$ cat src/rtl/irq_ctrl_multi_pkg.sv
// Shared definitions for the multi-source interrupt controller: state codes
// and register word offsets.
package irq_ctrl_multi_pkg;

   typedef enum logic [1:0] {
      ST_IDLE      = 2'd0,
      ST_PRESENT   = 2'd1,
      ST_INSERVICE = 2'd2
   } irq_state_t;

   localparam logic [2:0] IRQ_PENDING = 3'd0;
   localparam logic [2:0] IRQ_ENABLE  = 3'd1;
   localparam logic [2:0] IRQ_STATUS  = 3'd2;
   localparam logic [2:0] IRQ_EOI     = 3'd3;
   localparam logic [2:0] IRQ_SOFT    = 3'd4;

   localparam int STATUS_STATE_LSB = 16;

endpackage

$ cat src/rtl/irq_prio_enc.sv
// Combinational lowest-index priority encoder; output is index+1, 0 when idle.
module irq_prio_enc
   import irq_ctrl_multi_pkg::*;
#(
   parameter int NUM_SRC = 8,
   parameter int VEC_W   = 4
) (
   input  logic [NUM_SRC-1:0] req,
   output logic [VEC_W-1:0]   vec,
   output logic               valid
);

   // Scan from the top down so the lowest set index is the last one written.
   always_comb begin
      vec   = '0;
      valid = 1'b0;
      for (int i = NUM_SRC - 1; i >= 0; i--) begin
         if (req[i]) begin
            vec   = VEC_W'(i + 1);
            valid = 1'b1;
         end
      end
   end

endmodule

$ cat src/rtl/irq_ctrl_multi.sv
// Multi-source interrupt controller: pending/enable latching, lowest-index
// priority, and the claim -> in-service -> EOI handshake with the CPU.
module irq_ctrl_multi
   import irq_ctrl_multi_pkg::*;
#(
   parameter int                 NUM_SRC  = 8,
   parameter int                 VEC_W    = 4,
   parameter logic [NUM_SRC-1:0] EDGE_SRC = '1,
   parameter logic [NUM_SRC-1:0] EN_RESET = '1
) (
   input  logic               clk,
   input  logic               reset,
   input  logic [NUM_SRC-1:0] irq_src,
   output logic [VEC_W-1:0]   interrupt_vector,
   input  logic               interrupt_ack,
   input  logic [2:0]         reg_addr,
   input  logic               reg_wr,
   input  logic [63:0]        reg_wdata,
   input  logic               reg_rd,
   output logic [63:0]        reg_rdata
);

   logic [NUM_SRC-1:0] pending_reg, pending_next;
   logic [NUM_SRC-1:0] enable_reg, enable_next;
   logic [NUM_SRC-1:0] src_prev_reg;
   logic               ack_prev_reg;
   irq_state_t         state_reg, state_next;
   logic [VEC_W-1:0]   vector_reg, vector_next;
   logic [VEC_W-1:0]   id_reg, id_next;

   logic [NUM_SRC-1:0] wdata_src, eligible, claim_mask, set_vec, clr_vec, edge_next;
   logic [VEC_W-1:0]   winner;
   logic               winner_valid, ack_edge, claim;
   logic               wr_pending, wr_enable, wr_eoi, wr_soft;
   logic               unused_wdata;

   assign wdata_src    = reg_wdata[NUM_SRC-1:0];
   assign unused_wdata = ^reg_wdata[63:NUM_SRC];

   assign wr_pending = reg_wr && (reg_addr == IRQ_PENDING);
   assign wr_enable  = reg_wr && (reg_addr == IRQ_ENABLE);
   assign wr_eoi     = reg_wr && (reg_addr == IRQ_EOI);
   assign wr_soft    = reg_wr && (reg_addr == IRQ_SOFT);

   assign ack_edge = interrupt_ack && !ack_prev_reg;
   assign claim    = (state_reg == ST_PRESENT) && ack_edge;

   generate
      for (genvar gi = 0; gi < NUM_SRC; gi++) begin : g_claim
         assign claim_mask[gi] = claim && (vector_reg == VEC_W'(gi + 1));
      end
   endgenerate

   // Sets are applied after clears so a coincident edge/SOFT wins over W1C/ack.
   assign set_vec      = (irq_src & ~src_prev_reg) | (wr_soft ? wdata_src : '0);
   assign clr_vec      = (wr_pending ? wdata_src : '0) | claim_mask;
   assign edge_next    = set_vec | (pending_reg & ~clr_vec);
   assign pending_next = (EDGE_SRC & edge_next) | (~EDGE_SRC & irq_src);
   assign enable_next  = wr_enable ? wdata_src : enable_reg;
   assign eligible     = pending_reg & enable_reg;

   irq_prio_enc #(
      .NUM_SRC (NUM_SRC),
      .VEC_W   (VEC_W)
   ) u_prio_enc (
      .req   (eligible),
      .vec   (winner),
      .valid (winner_valid)
   );

   always_comb begin
      state_next  = state_reg;
      vector_next = vector_reg;
      id_next     = id_reg;
      case (state_reg)
         ST_IDLE: begin
            if (winner_valid) begin
               vector_next = winner;
               state_next  = ST_PRESENT;
            end
         end
         ST_PRESENT: begin
            if (ack_edge) begin
               id_next     = vector_reg;
               vector_next = '0;
               state_next  = ST_INSERVICE;
            end
         end
         ST_INSERVICE: begin
            if (wr_eoi) state_next = ST_IDLE;
         end
         default: begin
            state_next  = ST_IDLE;
            vector_next = '0;
         end
      endcase
   end

   // Previous-source history resets high so a line already asserted across
   // reset needs a fresh 0->1 transition before it counts as an edge.
   always_ff @(posedge clk or posedge reset) begin
      if (reset) begin
         pending_reg  <= '0;
         enable_reg   <= EN_RESET;
         src_prev_reg <= '1;
         ack_prev_reg <= 1'b0;
         state_reg    <= ST_IDLE;
         vector_reg   <= '0;
         id_reg       <= '0;
      end else begin
         pending_reg  <= pending_next;
         enable_reg   <= enable_next;
         src_prev_reg <= irq_src;
         ack_prev_reg <= interrupt_ack;
         state_reg    <= state_next;
         vector_reg   <= vector_next;
         id_reg       <= id_next;
      end
   end

   assign interrupt_vector = vector_reg;

   always_comb begin
      reg_rdata = '0;
      if (reg_rd) begin
         case (reg_addr)
            IRQ_PENDING: reg_rdata[NUM_SRC-1:0] = pending_reg;
            IRQ_ENABLE:  reg_rdata[NUM_SRC-1:0] = enable_reg;
            IRQ_STATUS: begin
               reg_rdata[VEC_W-1:0] = (state_reg == ST_INSERVICE) ? id_reg : vector_reg;
               reg_rdata[STATUS_STATE_LSB +: 2] = state_reg;
            end
            default: reg_rdata = '0;
         endcase
      end
   end

endmodule

$ cat config.mk
export PLATFORM = sky130hd
export DESIGN_NAME = irq_ctrl_multi
export DESIGN_NICKNAME = d
export VERILOG_FILES = /design/src/rtl/irq_ctrl_multi_pkg.sv /design/src/rtl/irq_prio_enc.sv /design/src/rtl/irq_ctrl_multi.sv
export SDC_FILE = /design/constraint.sdc
export NUM_CORES = 1
export LEC_CHECK = 0
export BUFFER_PORTS_ARGS = -buffer_cell sky130_fd_sc_hd__buf_2
export CAP_MARGIN = 15
export CORE_ASPECT_RATIO = 0.8
export CORE_MARGIN = 10
export CORE_UTILIZATION = 30
export DETAILED_ROUTE_END_ITERATION = 8
export PLACE_DENSITY_LB_ADDON = 0.2
export SLEW_MARGIN = 20
export SYNTH_ARGS = -nofsm -noshare
export SYNTH_HDL_FRONTEND = slang
export SYNTH_HIERARCHICAL = 1
export SYNTH_SLANG_ARGS = --single-unit
$ cat constraint.sdc
create_clock -name clk -period 2.36 [get_ports clk]
set_clock_uncertainty 0.15 [all_clocks]
set_input_delay 0.236 -clock clk [delete_from_list [all_inputs] [get_ports clk]]
set_output_delay 0.236 -clock clk [all_outputs]
set_load 0.01 [all_outputs]
# Yosys cells after proc, flatten, opt, wreduce, memory -nomap -nowiden
# Index checks and enable logic that the tools add are counted.
[totals]
ff_bits = 35
inputBits = 80
output_inout_bits = 68
word_cells = 83
[classes]
n_eq_ne = 17
n_mux = 30
bitwise = 9
reduce_logical = 20
[op_table]
columns = ["op", "n"]
rows = [
  ["two-way mux 4 bit", 11],
  ["bitwise AND 8 bit", 3],
  ["bitwise OR 8 bit", 3],
  ["case mux 4 bit (3 select lines)", 2],
  ["two-way mux 18 bit", 1],
  ["== test 4 x 3 -> 1 bit (second input constant)", 4],
  ["two-way mux 8 bit", 2],
  ["inverter 8 bit", 2],
  ["logical AND 1 bit", 14],
  ["== test 4 x 2 -> 1 bit (second input constant)", 2],
  ["two-way mux 1 bit", 8],
  ["two-way mux 2 bit", 4],
  ["case mux 4 bit (2 select lines)", 1],
  ["== test 3 x 2 -> 1 bit (second input constant)", 2],
  ["case mux 2 bit (3 select lines)", 1],
  ["AND reduction 3 bit", 2],
  ["== test 4 x 1 -> 1 bit (second input constant)", 1],
  ["== test 4 bit (second input constant)", 1],
  ["inequality test 2 bit (second input constant)", 2],
  ["== test 3 x 1 -> 1 bit (second input constant)", 1],
  ["== test 3 bit (second input constant)", 1],
  ["zero test 3 bit", 1],
  ["== test 2 x 1 -> 1 bit (second input constant)", 1],
  ["== test 2 bit (second input constant)", 1],
  ["other kinds (5)", 5],
]

# Longest topological paths before layout
[depth]
ltp_word = 11
mapped_depth = 6
mapped_depth_nobuf = 6

# Cells and area by module
# Netlist, hierarchy kept.
[by_module_without_submodules]
columns = ["mod", "n_inst", "cells_each", "area_each_um2", "seq_area_each_um2"]
rows = [
  ["irq_ctrl_multi", 1, 209, 2169.6, 895.9],
  ["irq_prio_enc", 1, 14, 88.8, 0.0],
]

# Least setup slack after synthesis
# OpenSTA, ideal clock, no wires.
[synth_timing]
kind = "reg2reg"
from = "register enable_reg[4]"
to = "register vector_reg[3] (netlist: interrupt_vector[3])"
setup_ps = 121
t_arrival_ps = 1571
required_time_ps = 2089
setup_slack_ps = 518
path_stages_with_launch = 7
n_path_buf = 0
period_less_slack_ps = 1842
cell_sequence = "dfstp_2 > and2_1 > nor4_4 > nand3b_1 > nor3b_1 > nor2_1 > a22o_1"
[synth_between]
elab_chain_len = 8
word_cells_on_any_way = 15
classes_between = "eq/ne (1); mux (12); bitwise (1); reduce/logical (1)"
[synth_rtl]
columns = ["item", "line", "rtl"]
rows = [
  ["start, declared", "irq_ctrl_multi.sv:24", "logic [NUM_SRC-1:0] enable_reg, enable_next;"],
  ["start signal, assigned", "irq_ctrl_multi.sv:112", "enable_reg <= enable_next;"],
  ["bitwise AND 8 bit", "irq_ctrl_multi.sv:60", "assign eligible = pending_reg & enable_reg;"],
  ["net eligible[4]", "irq_ctrl_multi.sv:31", "logic [NUM_SRC-1:0] wdata_src, eligible, claim_mask, set_vec, clr_vec, edge_next;"],
  ["two-way mux 1 bit (5 in a row)", "irq_prio_enc.sv:18", "if (req[i]) begin"],
  ["net winner_valid", "irq_ctrl_multi.sv:33", "logic winner_valid, ack_edge, claim;"],
  ["inequality test 2 x 1 -> 1 bit (no line)", "n/a", ""],
  ["AND reduction 3 bit (no line)", "n/a", ""],
  ["end signal, assigned", "irq_ctrl_multi.sv:116", "vector_reg <= vector_next;"],
  ["end, declared", "irq_ctrl_multi.sv:28", "logic [VEC_W-1:0] vector_reg, vector_next;"],
]
# The timed path passes the listed nets, and every way through them passes these cells. The select of a mux whose other input is x is not followed.
# A chain may end at the register's enable or synchronous reset.

# Final worst setup path
[layout_timing]
from = "register enable_reg[4]"
to = "register vector_reg[0] (netlist: interrupt_vector[0])"
# Same word-level chain as after synthesis.

==> summary.md <==
| Metric | Value |
|---|---|
| Status | finished clean |
| Critical Path AT | 2160 ps |
| Routed length per placed instance | 14.54 µm |
| Initial antenna violation count | 0 |
| Clock Tree Root | clkbuf_8 |
| First-pass GRT wire length | around 8.4 mm |
| P&R area growth vs syn | 13.63% |
| Largest net degree at the start of global routing | 36 |
| Die X | ~120 µm |
| Antenna fix cells | 0 |
| Setup TNS | 0 ps |
| Yosys warning total | 6 |
| DIE AREA | around 11000 µm² |
| Antenna Nets Post-Route | 0 |
| Standard-cell rows | 28 |
| Vias in the first global route | about 1600 |
| Hpwl dp | 4.323 mm |
| RSZ-0062 raised after global routing | no |
| Post-synth top cells | buf_4 (54), dfrtp_1 (19), dfstp_2 (16) |
| Number of synthesized flops with an enable pin | 0 |
| Synth cell types | 36 |
| Leakage | 1.277 nW |
| Final cycle utilization of the critical path | 0.9064 |
| Final slew viol count | 0 |
| # clock sinks | 35 |
| CTS tree | built |
| Total congestion overflow | 0 |
| Synth Cell Area | 2258 µm² |
| Count leader, synth | buf_4 |
| Synth Register Bits | 35 |
| GRT Overall Usage | 0.09201 |
| Via count | about 1600 |
| CTS max path bufs | 2 |
| Fin nets | 359 |
| Core Area | 7357 µm² |
| Post-synthesis cell count | between 200 and 250 |
| Final Worst Setup Slack | around 220 ps |
| Syn avg cell area | a little over 10 µm² |
| Period minus WS final | approximately 2100 ps |
| Clock-pin transition on the worst setup and hold timing paths | ~70 ps |
| Routability cong. | between 0.7 and 0.8 |
| Area share of the largest cell type after synthesis | 0.2105 |
| DRT Pass-1 Iters | 4 |
| Die Span Y | 97.61 µm |
| Slew margin rel. | 0.6216 |
| CTS buffer count | 5 |
| Non-filler cells in the finished layout | 370 |
| Htree depth | 2 |
| Main flop type after synthesis | dfrtp_1 |
| Clk Latency, worst-skew pair | between 200 and 300 ps |
| Post-CTS Hold Fix Bufs | 10 |
| Vias per std cell | ~4.2 |
| Cell area power density | 720.0 nW/µm² |
| Post-synth ARST share | 1.000 |
| Final-report hold violation count | 0 |
| WL final | 5.381 mm |
| Startpoint Class | flip-flop |
| Crit-path max FO | 5 |
| Worst hold path type | primary input to flip-flop |
| Top cell type by total area after synthesis | dfrtp_1 |
| Slew @ Worst Pin | 566.4 ps |
| WP data required | approximately 2400 ps |
| First DRT Iteration DRCs | 50 |
| Buffers added on ports | 37 |
| Max_cap viols | 0 |
| Layout cells sized above 1 | 0.2964 |
| Post-CTS Setup Bufs | 0 |
| Ranking of synthesized cells by area | dfrtp_1 (21%), dfstp_2 (19%), buf_4 (18%) |
| Cts repair resizes | 0 |
| Setup violators final | 0 |
| Critical Path End Type | flip-flop |
| Peak Freq | about 0.47 GHz |
| Post-Place Setup Slack | ~260 ps |
| Dpl cells | 352 |
| Design Power | around 0.0018 W |
| Max IR drop VDD | approximately 0.00032 V |
| Ports | 148 |
| Fill cell count | 793 |
| DRC Markers | 0 |
| Initial Util | 0.3070 |
| Critical path class | flip-flop to flip-flop |
| Seq/Total Area, Yosys | 0.3967 |
-- path summary, 6_finish.rpt --
kind / startpoint / endpoint / slack, ps / cells after the start
worst min register to register: id_reg[1] / id_reg[1] / 360 / 1
max in group asynchronous: reset / enable_reg[1] / 1270 / 4
worst min-delay path: reg_wdata[4] / pending_reg[4] / 60 / 3
worst max register to register: enable_reg[4] / interrupt_vector[0] / 220 / 6
min in group asynchronous: reset / pending_reg[0] / 430 / 4
worst max-delay path: enable_reg[4] / interrupt_vector[0] / 220 / 6
-- placed cells by master (no fill, tap or decap), types with 2 or more instances in the layout --
cell / instances
a221o_1: 6
nor2_1: 11
a22o_1: 4
and3_1: 5
dfstp_2: 16
buf_2: 37
and2_1: 13
a221oi_1: 3
dlygate4sd3_1: 10
nor3b_1: 2
clkbuf_8: 5
inv_1: 10
clkbuf_1: 2
a21oi_1: 6
buf_4: 8
nor4bb_1: 2
mux2_2: 12
a21boi_0: 2
conb_1: 54
nand2_1: 9
nor2b_1: 8
o21ai_0: 4
o22ai_1: 4
nor3_1: 2
mux2i_1: 12
dfrtp_1: 19
-- through the flow --
step | cell area [µm²] | util | hold slack, ps
6_report | 2566 | 0.3488 | 62.87
3_5_place_dp | 2385 | 0.3242 | 201.3
5_1_grt | 2566 | 0.3488 | 56.54
2_1_floorplan | 2457 | - | 90.48
3_3_place_gp | 2385 | 0.3242 | 200.3
4_1_cts | 2566 | 0.3488 | 50.64
-- logic make-up after synthesis --
| kind of cell | after synthesis | share of synthesized area |
|---|---|---|
| buf+inv | 69 | 0.2072 |
| simple gates | 61 | 0.1756 |
| flops | 35 | 0.3967 |
| compound gates | 33 | 0.1058 |
| mux | 24 | 0.1130 |
| other cells | 1 | 0.001660 |
-- critical path: stages (launching register included) --
cell,delay [ps]
dfstp_2,540
and2_1,250
nor4_4,80
nand3b_1,100
nor3b_1,500
nor2_1,190
a22o_1,220
-- report_power, final --
part           leakage (nW)  internal, W  switching [W]
clock                0.0422     0.000207       0.000200
combinational         0.849     0.000282       0.000333
sequential            0.385     0.000742      0.0000842
total                  1.28      0.00123       0.000617
-- routing by layer --
metal  track usage  vias up  part of all wire  wire length, µm
li1              -      775                 -                -
met1        0.1143      740              0.44             2344
met2        0.1469       46              0.47             2512
met3       0.03086        4             0.091              491
met4       0.02562        0            0.0061               33
met5             0        -                 0                0
-- area by class of cell --
class,instances,area [µm²],area share
tap,90,112.6,0.04388
sequential,35,895.9,0.3491
clock buffer,7,76.32,0.02974
multi-input combinational,172,1094,0.4261
inverter,10,37.54,0.01463
clock inverter,1,5.005,0.001950
timing repair buffer,55,345.3,0.1346
Note: power is estimated with default switching activity, not from simulation.
